==> src/rtl/logic_op_arbiter.sv <==
// Round-robin arbiter sharing one bitwise logic unit among NREQ requesters.
// Optional request/error statistics counters are built under LOGIC_ARB_STATS_EN.
module logic_op_arbiter #(
    parameter int NREQ  = 4,
    parameter int WIDTH = 8,
    parameter int IDW   = 2
) (
    input  logic                  clk,
    input  logic                  reset,
    input  logic [NREQ-1:0]       req_valid,
    output logic [NREQ-1:0]       req_ready,
    input  logic [3*NREQ-1:0]     req_op,
    input  logic [WIDTH*NREQ-1:0] req_a,
    input  logic [WIDTH*NREQ-1:0] req_b,
    output logic                  rsp_valid,
    input  logic                  rsp_ready,
    output logic [WIDTH-1:0]      rsp_data,
    output logic [IDW-1:0]        rsp_id,
    output logic                  rsp_err,
    output logic [15:0]           grant_cnt,
    output logic [7:0]            err_cnt
);

    typedef enum logic {
        IDLE = 1'b0,
        HOLD = 1'b1
    } state_t;

    state_t         state;
    logic [IDW-1:0] rr_ptr;
    logic [IDW-1:0] grant;
    logic [IDW:0]   sum;
    logic           found;
    logic           can_accept;
    logic           accept;

    logic [2:0]       op_arr [NREQ];
    logic [WIDTH-1:0] a_arr  [NREQ];
    logic [WIDTH-1:0] b_arr  [NREQ];
    logic [2:0]       op_g;
    logic [WIDTH-1:0] a_g;
    logic [WIDTH-1:0] b_g;

    for (genvar gi = 0; gi < NREQ; gi++) begin : g_slice
        assign op_arr[gi] = req_op[3*gi +: 3];
        assign a_arr[gi]  = req_a[WIDTH*gi +: WIDTH];
        assign b_arr[gi]  = req_b[WIDTH*gi +: WIDTH];
    end

    function automatic logic [WIDTH-1:0] alu(
        input logic [2:0]       op,
        input logic [WIDTH-1:0] a,
        input logic [WIDTH-1:0] b
    );
        logic [WIDTH-1:0] r;
        unique case (op)
            3'd0:    r = a & b;
            3'd1:    r = ~(a & b);
            3'd2:    r = a | b;
            3'd3:    r = ~(a | b);
            3'd4:    r = a ^ b;
            3'd5:    r = ~(a ^ b);
            3'd6:    r = ~a;
            default: r = '0;
        endcase
        return r;
    endfunction

    // Search starts at rr_ptr and wraps modulo NREQ; first valid bit wins.
    always_comb begin
        found = 1'b0;
        grant = '0;
        sum   = '0;
        for (int i = 0; i < NREQ; i++) begin
            sum = {1'b0, rr_ptr} + (IDW+1)'(i);
            if (sum >= (IDW+1)'(NREQ))
                sum = sum - (IDW+1)'(NREQ);
            if (!found && req_valid[sum[IDW-1:0]]) begin
                found = 1'b1;
                grant = sum[IDW-1:0];
            end
        end
    end

    assign can_accept = (state == IDLE) || rsp_ready;
    assign accept     = found && can_accept && !reset;
    assign op_g       = op_arr[grant];
    assign a_g        = a_arr[grant];
    assign b_g        = b_arr[grant];

    always_comb begin
        req_ready = '0;
        if (accept)
            req_ready[grant] = 1'b1;
    end

    always_ff @(posedge clk or posedge reset) begin
        if (reset) begin
            state     <= IDLE;
            rsp_valid <= 1'b0;
            rsp_data  <= '0;
            rsp_id    <= '0;
            rsp_err   <= 1'b0;
            rr_ptr    <= '0;
        end else if (accept) begin
            state     <= HOLD;
            rsp_valid <= 1'b1;
            rsp_data  <= alu(op_g, a_g, b_g);
            rsp_id    <= grant;
            rsp_err   <= (op_g == 3'd7);
            rr_ptr    <= (grant == IDW'(NREQ-1)) ? '0 : grant + 1'b1;
        end else if (state == HOLD && rsp_ready) begin
            state     <= IDLE;
            rsp_valid <= 1'b0;
        end
    end

`ifdef LOGIC_ARB_STATS_EN
    logic [15:0] gcnt;
    logic [7:0]  ecnt;

    always_ff @(posedge clk or posedge reset) begin
        if (reset) begin
            gcnt <= '0;
            ecnt <= '0;
        end else if (accept) begin
            gcnt <= gcnt + 16'd1;
            if (op_g == 3'd7 && ecnt != 8'hFF)
                ecnt <= ecnt + 8'd1;
        end
    end

    assign grant_cnt = gcnt;
    assign err_cnt   = ecnt;
`else
    assign grant_cnt = '0;
    assign err_cnt   = '0;
`endif

endmodule

==> config.mk <==
export PLATFORM = sky130hd
export DESIGN_NAME = logic_op_arbiter
export DESIGN_NICKNAME = d
export VERILOG_FILES = /design/src/rtl/logic_op_arbiter.sv
export SDC_FILE = /design/constraint.sdc
export NUM_CORES = 1
export LEC_CHECK = 0
export ABC_AREA = 1
export BUFFER_PORTS_ARGS = -buffer_cell sky130_fd_sc_hd__buf_2
export CAP_MARGIN = 25
export CELL_PAD_IN_SITES_DETAIL_PLACEMENT = 0
export CELL_PAD_IN_SITES_GLOBAL_PLACEMENT = 2
export CORE_MARGIN = 10
export CORE_UTILIZATION = 25
export CTS_CLUSTER_DIAMETER = 120
export CTS_CLUSTER_SIZE = 30
export DETAILED_ROUTE_END_ITERATION = 12
export PLACE_DENSITY_LB_ADDON = 0.1
export SYNTH_ARGS = -nofsm -noshare
export SYNTH_HDL_FRONTEND = slang
export SYNTH_SLANG_ARGS = --single-unit
export TNS_END_PERCENT = 30
==> constraint.sdc <==
create_clock -name clk -period 6.2 [get_ports clk]
set_input_delay 1.24 -clock clk [delete_from_list [all_inputs] [get_ports clk]]
set_output_delay 1.24 -clock clk [all_outputs]
set_load 0.005 [all_outputs]
==> impl_results.md, run 1 <==
- WL/cell: 12.8 um
- GPL Wtd Cong: about 0.73
- Die H: approximately 130 um
- Finished Cell Area: 3420 um^2
- Area growth syn-to-layout: 17.6%
- Syn. warnings: 0
- Status: completed
- Fin Setup TNS: 0 ns
- Min cycle time layout: between 4 and 5 ns
- Die area: ~16000 um^2
- Post-Syn Instances: between 500 and 600
- Max incr delay on CP: 0.41 ns
- Root buffer cell: clkbuf_16
- IO buf count: 98
- Cell breakdown of the critical path: buf_2 > inv_1 > nand2_1 > nand3_1 > nand2_2 > inv_1 > nand3_2 > nand3_2 > buf_4 > inv_1 > ha_1 > inv_1 > nor2_1 > buf_2
- Worst slew pin tran: 0.636 ns
- Die width: 128 um
- Clk_skew: 0.00378 ns
- Register area: ~350 um^2
- Drt first pass iters: 4
- #FFs+latches synth: 14
- Commonest non-fill, non-tap cells in the layout: nand2_1 (191), buf_2 (98), inv_1 (73)
- Ant. Diodes: 0
- Tcrit/Tclk final: 74.7%
- DR DRC count: 0
- IO Pins: ~120
- Initial Util: between 20% and 30%
- Most used cell, CP: inv_1
- Cells on worst reg2reg path: 21
- Final Max Tran Viols: 0
- CP Capture Type: primary output
- Max Fclk: ~220 MHz
- Placed inst area: about 3300 um^2
- Synth top area share: 24.6%
- Setup Viol. Count Final: 0
- FP Rows: 39
- Initial antenna violation count: 0
- Post-CTS Resized: 0
- Routed Antenna Nets: 0
- Fillers: about 1400
- Vias per cell: between 4 and 5
- Nets: 700
- Vias in the first global route: slightly above 3000
- MaxCap Viol Count: 0
- First-pass GRT wire length: approximately 15000 um
- Core box area: around 11000 um^2
- Pin count of the biggest net entering global routing: 49
- Via count: around 3200
- Unrepaired setup endpoints after global routing: no
- Commonest non-fill, non-tap cell in the layout: nand2_1
- Clk Latency, worst-skew pair: approximately 0.24 ns
- Proportion of layout cells with a drive suffix above 1: 23.0%
- All-layer global routing usage: ~11%
- CP Launch Type: primary input
- Post-synth cell types: 26
- Clock buffer count from CTS: 3
- CTS Hold Bufs: 0
- Crit Path Class: in -> out
- Rel. slew slack: between 50% and 60%
- Data required, critical path: approximately 5.0 ns
- Final Hold Fails: 0
- Slowest CP cell: buf_4
- Hold path cells: 2
- Multi-input gate area: between 1500 and 2000 um^2
- Synth Area per Inst: between 5 and 6 um^2
- Bufs on Longest Clock Path: 2
- Detailed Route WL: 9430 um
- Clock-pin slew on the worst setup and hold paths: approximately 0.040 ns
- CP arrival: ~3.4 ns
- # clock sinks: 14
- Initial detailed-routing violation count: approximately 230
- Detailed Place HPWL: between 7000 and 8000 um
- Largest cells by area after synthesis: nand2_1 (25%), dfrtp_1 (12%), inv_1 (9.4%)
- CTS tree: done
- Worst min path class: reg -> reg
- Post CTS Setup Buffer Count: 0
- Register area share after synthesis: 12.0%
- Mapped Area: just under 3000 um^2
- CTS H-Tree Depth: 1
- Crit-path max FO: 48
- Yosys top cell by area: nand2_1
- Total congestion overflow: 0
stage by stage:
| step | util, % | setup slack [ns] | cells | hold slack, ns |
|---|---|---|---|---|
| after floorplan | - | 2.10 | 536 | 0.472 |
| final | 30.0 | 1.57 | 738 | 0.467 |
| after detailed placement | 29.3 | 1.57 | 735 | 0.461 |
| after global placement | 29.3 | 1.61 | 735 | 0.459 |
| after global routing | 30.0 | 1.25 | 738 | 0.487 |
| after CTS | 30.0 | 1.56 | 738 | 0.474 |
kinds of logic after synthesis:
kind of cell,Yosys count,share of synthesized area (%)
AND/OR/NAND/NOR,335,52.3
buffers and inverters,124,22.3
flip-flops,14,12.0
AO/OA/AOI/OAI,19,4.68
adder cells (fa/ha/maj),20,8.59
other,1,0.129
critical path: cells and delay by family:
family,cells,cell delay [ns]
buf+inv,7,1.18
simple gates,6,0.64
fa+ha+maj,1,0.29
registers in the layout (all words and copies together) (netlist names):
signal    flops
state         1
rsp_data      8
rsp_id        2
rr_ptr        2
rsp_err       1
cell type report:
| cell class | instances | share of cell area [%] |
|---|---|---|
| multi-input cells | 398 | 58.3 |
| repair buffers | 103 | 15.4 |
| inverters | 77 | 8.59 |
| well taps | 143 | 5.22 |
| flip-flops and latches | 14 | 10.2 |
| clock buffers | 3 | 2.19 |
path summary, 6_finish.rpt:
path                              startpoint      endpoint  slack [ns]
worst max-delay path            req_valid[1]  req_ready[3]        1.57
worst max register to register     rr_ptr[0]   rsp_data[7]        2.52
max in group asynchronous              reset   rsp_data[4]        4.78
worst min-delay path             rsp_data[6]   rsp_data[6]        0.47
worst min register to register   rsp_data[6]   rsp_data[6]        0.47
min in group asynchronous              reset   rsp_data[7]        1.05
metal layers:
| layer | global-route usage (%) | vias up | share of wire, % |
|---|---|---|---|
| li1 | - | 1712 | - |
| met1 | 14.8 | 1359 | 49 |
| met2 | 16.9 | 87 | 44 |
| met3 | 2.65 | 5 | 6.8 |
| met4 | 1.39 | 0 | 0.42 |
| met5 | 0 | - | 0 |
Yosys cell counts, drive strengths merged:
cell type and count:
nor2 46, conb 1, nand3 58, nand4 21, o21ai 10, a32oi 8
dfrtp 14, and2 5, clkbuf 2, ha 20, o41ai 1, nand2 205
buf 45, inv 77
Power of run 1 is not shown: default switching activity piles up to over one toggle a cycle in this logic, so the estimate is an artifact.
==> run 2: changes to the inputs <==
ABC_AREA = 0   (was 1)
CORE_UTILIZATION = 22   (was 25)
clock period = 4.1 ns   (was 6.2 ns; I/O delays follow)
==> impl_results.md, run 2 <==
- Nets: 479 (-32%)
- Clock buffer count from CTS: 3 (unchanged)
- Initial Util: 22.8% (-2.7 points)
- Cell count after placement: 504 (-31%)
- Post-Syn Instances: 275 (-46%)
- GPL Wtd Cong: 0.760 (+4.0%)
- Max FFs per register: 8 (unchanged)
- Worst IR Drop VDD: ~0.15 mV
- Area growth syn-to-layout: 28.3%
- Yosys top cell by area: mux2i_1
- Die H: 121 um (-5.3%)
- Die area: 14700 um^2 (-10%)
- WHS: 0.468 ns (+0.000864 ns)
- Final Worst Setup Slack: 0.808 ns (-0.763 ns)
- Largest registers: rsp_data x8, rr_ptr x2, rsp_id x2
- Ant. Diodes: 0 (unchanged)
- Synth top cells by count: mux2i_1 (40), nand2_1 (40), buf_4 (28), inv_1 (25), ha_1 (20)
- Synth Area per Inst: 8.18 um^2 (+44%)
- Leak: around 1.6 nW
- CTS Hold Bufs: 0 (unchanged)
- Pin count of the biggest net entering global routing: 24 (-51%)
- Initial detailed-routing violation count: 61 (-73%)
- R2r setup slk: 1.04 ns (-1.48 ns)
- Detailed Route WL: 7290 um (-23%)
- Commonest non-fill, non-tap cell in the layout: buf_2
- Register area share after synthesis: 15.6% (+3.5 points)
- Mapped Area: 2250 um^2 (-23%)
- Largest cells by area after synthesis: mux2i_1 (18%), dfrtp_1 (16%), ha_1 (11%)
- Setup Viol. Count Final: 0 (unchanged)
- Total congestion overflow: 0 (unchanged)
- Rel. slew slack: 62.7% (+5.1 points)
- Crit Path Class: in -> out
- Worst min path class: reg -> reg
- Syn. warnings: 0 (unchanged)
- CP Launch Type: primary input
- Post CTS Setup Buffer Count: 0 (unchanged)
- Ys flop type: dfrtp_1
- Detailed Place HPWL: 6350 um (-16%)
- Post-synth EDFFs: 0 (unchanged)
- Placed inst area: 2830 um^2 (-15%)
- Pre-CTS WS: 0.519 ns (-1.05 ns)
- Via count: 2067 (-35%)
- Core box area: 9860 um^2 (-14%)
- Proportion of layout cells with a drive suffix above 1: 35.7% (+13 points)
- Min cycle time layout: 3.29 ns
- # clock sinks: 14 (unchanged)
- Worst slew pin tran: 0.559 ns (-0.0770 ns)
- Clk_skew: 0.00472 ns (+0.000942 ns)
- CTS tree: done
- Data required, critical path: 3.28 ns (-1.68 ns)
- Synth top area share: 17.8% (-6.8 points)
- Tcrit/Tclk final: approximately four fifths
- Commonest non-fill, non-tap cells in the layout: buf_2 (98), nand2_1 (40), mux2i_1 (40)
- Crit-path max FO: 13 (-73%)
- Max Fclk: between 300 and 400 MHz
- First-pass GRT wire length: 11300 um (-25%)
- #FFs+latches synth: 14 (unchanged)
- Routed Antenna Nets: 0 (unchanged)
- WL/cell: 14.3 um (+12%)
- Initial antenna violation count: 0 (unchanged)
- Post-synth cell types: 46 (+77%)
- Unrepaired setup endpoints after global routing: no
- All-layer global routing usage: 9.32% (-1.4 points)
- Vias in the first global route: 2204 (-28%)
- Die width: 121 um (-5.3%)
- Final Hold Fails: 0 (unchanged)
- Ys async rst share: 100% (unchanged)
- Post-Layout Cell Count: 508 (-31%)
- CTS H-Tree Depth: 1 (unchanged)
- Post-CTS Resized: 0 (unchanged)
- Finished Cell Area: 2890 um^2 (-16%)
- DR DRC count: 0 (unchanged)
- Final Max Tran Viols: 0 (unchanged)
- Status: completed
- Clk Latency, worst-skew pair: 0.24 ns (about the same)
- IO Pins: 123 (unchanged)
- PwrDens: approximately 530 nW/um^2
- Vias per cell: 4.07 (-5.1%)
- CP arrival: 2.47 ns (-0.92 ns)
- CP Capture Type: primary output
- IO buf count: 98 (unchanged)
- MaxCap Viol Count: 0 (unchanged)
- Bufs on Longest Clock Path: 2 (unchanged)
- Root buffer cell: clkbuf_8
- Largest Register: rsp_data
- FP Rows: 36 (-7.7%)
- Drt first pass iters: 4 (unchanged)
- Clock-pin slew on the worst setup and hold paths: 0.06 ns (+0.02 ns)
- Fin Setup TNS: 0 ns (unchanged)
run 2: power by group:
group          total, W  internal, W  leakage [nW]  switching [W]
registers      0.000240     0.000194         0.168      0.0000453
clock network  0.000135    0.0000850        0.0288      0.0000501
logic           0.00117     0.000546          1.37       0.000623
run 2: area by class of cell:
cell class                      instances  area, um^2
Inverter                               27         101
Multi-Input combinational cell        220        1620
Sequential cell                        14         350
Timing Repair Buffer                  110         593
Fill cell                            1124        6980
Clock buffer                            4        55.1
Tap cell                              133         166
run 2: final timing paths:
check                             start           end  cells past startpoint
setup reg to reg              rr_ptr[1]   rsp_data[7]                      9
hold reg to reg               rsp_id[0]     rsp_id[0]                      2
hold / removal                rsp_id[0]     rsp_id[0]                      2
setup / recovery           req_valid[0]  req_ready[1]                      9
max in group asynchronous         reset   rsp_data[5]                      2
min in group asynchronous         reset   rsp_data[2]                      2
run 2: logic make-up after synthesis:
| kind of cell | synth area share (%) |
|---|---|
| other | 0.167 |
| AOI/OAI and AO/OA | 13.9 |
| adders and majority gates | 11.1 |
| buffers and inverters | 16.2 |
| DFF | 15.6 |
| and+or+nand+nor | 13.5 |
| muxes | 25.6 |
| xor gates and xnor gates | 3.89 |
run 2: critical path, stage by stage:
cell	delay (ns)
buf_2	0.12
a21o_1	0.17
a21oi_1	0.13
o22a_2	0.42
clkinv_1	0.17
buf_4	0.21
ha_1	0.17
and2_1	0.13
buf_2	0.13
run 2: layer usage:
| layer | vias to the layer above | routed length (um) | GRT usage [%] |
|---|---|---|---|
| li1 | 1084 | - | - |
| met1 | 897 | 3660 | 13.2 |
| met4 | 0 | 10 | 1.21 |
| met3 | 2 | 645 | 3.35 |
| met5 | - | 0 | 0 |
| met2 | 84 | 2970 | 13.4 |
run 2: metrics by stage:
| stage | power (W) | utilization [%] |
|---|---|---|
| 2_1_floorplan | 0.00112 | - |
| 6_report | 0.00154 | 29.3 |
| 3_3_place_gp | 0.00143 | 28.7 |
| 5_1_grt | 0.00172 | 29.3 |
| 3_5_place_dp | 0.00143 | 28.7 |
| 4_1_cts | 0.00158 | 29.3 |
No activity file was read; power rests on OpenSTA's default activity.
==> run 3: changes to the inputs <==
ABC_AREA = 1   (was 0)
CORE_UTILIZATION = 21   (was 22)
clock period = 2.9 ns   (was 4.1 ns; I/O delays follow)
==> impl_results.md, run 3 (synthesized netlist as in run 1, its figures left out) <==
- CTS tree: done
- Clk Latency, worst-skew pair: 0.24 ns (about the same)
- Setup Viol. Count Final: 0 (unchanged)
- Status: completed
- Core box area: 13400 um^2 (+36%)
- CTS Hold Bufs: 0 (unchanged)
- First-pass GRT wire length: 17100 um (+52%)
- Vias in the first global route: 3541 (+61%)
- Area growth syn-to-layout: 46.6%
- Unrepaired setup endpoints after global routing: yes
- CP Capture Type: primary output
- Worst Path Buf+Inv: 7 (+3)
- WHS: 0.368 ns (-0.0999 ns)
- Initial antenna violation count: 0 (unchanged)
- IO buf count: 98 (unchanged)
- Final Max Tran Viols: 0 (unchanged)
- Fillers: 1552 (+38%)
- GR Layer Usage met1: 14.3% (+1.1 points)
- Max FFs per register: 8 (unchanged)
- Die area: 19000 um^2 (+29%)
- Fin Setup TNS: 0 ns (unchanged)
- Met3 Usage GRT: 2.51% (-0.84 points)
- Bufs on Longest Clock Path: 2 (unchanged)
- Pin count of the biggest net entering global routing: 28 (+17%)
- Finished Cell Area: 4270 um^2 (+48%)
- Final core utilization: 31.8% (+2.6 points)
- Commonest non-fill, non-tap cell in the layout: nand2_1
- GPL Wtd Cong: 0.801 (+5.4%)
- Largest registers: rsp_data x8, rr_ptr x2, rsp_id x2
- Ant. Diodes: 0 (unchanged)
- Nets: 753 (+57%)
- Initial detailed-routing violation count: 120 (+97%)
- GRT met2 Usage: 18.5% (+5.1 points)
- Slowest CP cell: dfrtp_2
- Crit Path Class: reg -> out
- Max incr delay on CP: 0.37 ns (-0.05 ns)
- Clk_skew: 0.00102 ns (-0.00370 ns)
- Die H: 138 um (+14%)
- Register area: 353 um^2 (+0.71%)
- CP arrival: 2.26 ns (-0.21 ns)
- Largest Register: rsp_data
- Clock buffer count from CTS: 3 (unchanged)
- CP Launch Type: register
- Total congestion overflow: 0 (unchanged)
- FP Rows: 42 (+17%)
- WL/cell: 13.4 um (-6.3%)
- Detailed Route WL: 11100 um (+52%)
- Busiest layer in global routing: met2
- CP delay by family, top: simple AND/OR/NAND/NOR gates
- Detailed Place HPWL: 9170 um (+44%)
- DR DRC count: 0 (unchanged)
- All-layer global routing usage: 11.0% (+1.7 points)
- Max Fclk: about 350 MHz
- Vias per cell: 4.12 (+1.2%)
- Min cycle time layout: between 2 and 3 ns
- Proportion of layout cells with a drive suffix above 1: 36.7% (+0.94 points)
- Placed inst area: 3770 um^2 (+33%)
- Die width: 138 um (+14%)
- Cell breakdown of the critical path: buf_8 > inv_4 > nand2_1 > nand2_2 > nand2_1 > nand2_2 > nor2_4 > nand2_1 > nand3_1 > nand2_2 > inv_4 > buf_12 > buf_4 > ha_1 > inv_1 > nor2_1 > buf_2
- Initial Util: 21.7% (-1.1 points)
- MaxCap Viol Count: 0 (unchanged)
- CTS H-Tree Depth: 1 (unchanged)
- Via count: 3398 (+64%)
- Worst min path class: in -> async
- IO Pins: 123 (unchanged)
- Multi-input gate area: 2240 um^2 (+39%)
- Data required, critical path: 2.32 ns (-0.96 ns)
- Clock-pin slew on the worst setup and hold paths: 0.05 ns (about the same)
- Tcrit/Tclk final: a little over nine tenths
- # clock sinks: 14 (unchanged)
- Final Hold Fails: 0 (unchanged)
- Commonest non-fill, non-tap cells in the layout: nand2_1 (173), buf_2 (98), inv_1 (66)
- Drt first pass iters: 4 (unchanged)
- Crit-path max FO: 6 (-7)
- Routed Antenna Nets: 0 (unchanged)
- Root buffer cell: clkbuf_16
-- run 3: timing repair --
item,in CTS,in global routing
endpoints found under the setup margin,12,12
gates resized for setup,9,65
setup buffers,6,2
cloned,0,2
pin swaps,0,25
-- run 3: routing by layer --
| layer | share of wire, % | vias up | wire length [um] |
|---|---|---|---|
| li1 | - | 1814 | - |
| met1 | 46 | 1480 | 5100 |
| met2 | 47 | 96 | 5160 |
| met3 | 7.0 | 8 | 773 |
| met4 | 0.50 | 0 | 55 |
| met5 | 0 | - | 0 |
-- run 3: worst paths after layout --
kind,start,cells past startpoint,endpoint,slack (ns)
hold reg to reg,rsp_data[2],2,rsp_data[2],0.47
max in group asynchronous,reset,3,rr_ptr[0],2.35
min in group clk,rsp_data[2],2,rsp_data[2],0.47
hold / removal,reset,3,state,0.37
setup reg to reg,rr_ptr[0],25,rsp_data[6],0.07
setup / recovery,rr_ptr[0],17,req_ready[2],0.06
-- run 3: through the flow --
stage | setup WS [ns] | std cells
CTS | -0.0176 | 822
finish | 0.0580 | 825
floorplan | 0.00315 | 536
global placement | -0.181 | 812
detailed placement | -0.180 | 812
global route | -0.152 | 825
-- run 3: final cells by class --
class,instances,area share [%]
repair buffers,155,24.7
repair inverters,1,0.147
multi-input cells,398,52.6
well taps,176,5.16
inverters,77,7.07
flip-flops and latches,14,8.27
clock buffers,4,2.08
-- run 3: worst min-delay path: stages --
cell and delay (ns):
buf_2 0.10, inv_1 0.06, buf_4 0.22
Power of run 3 is left out for the same reason.
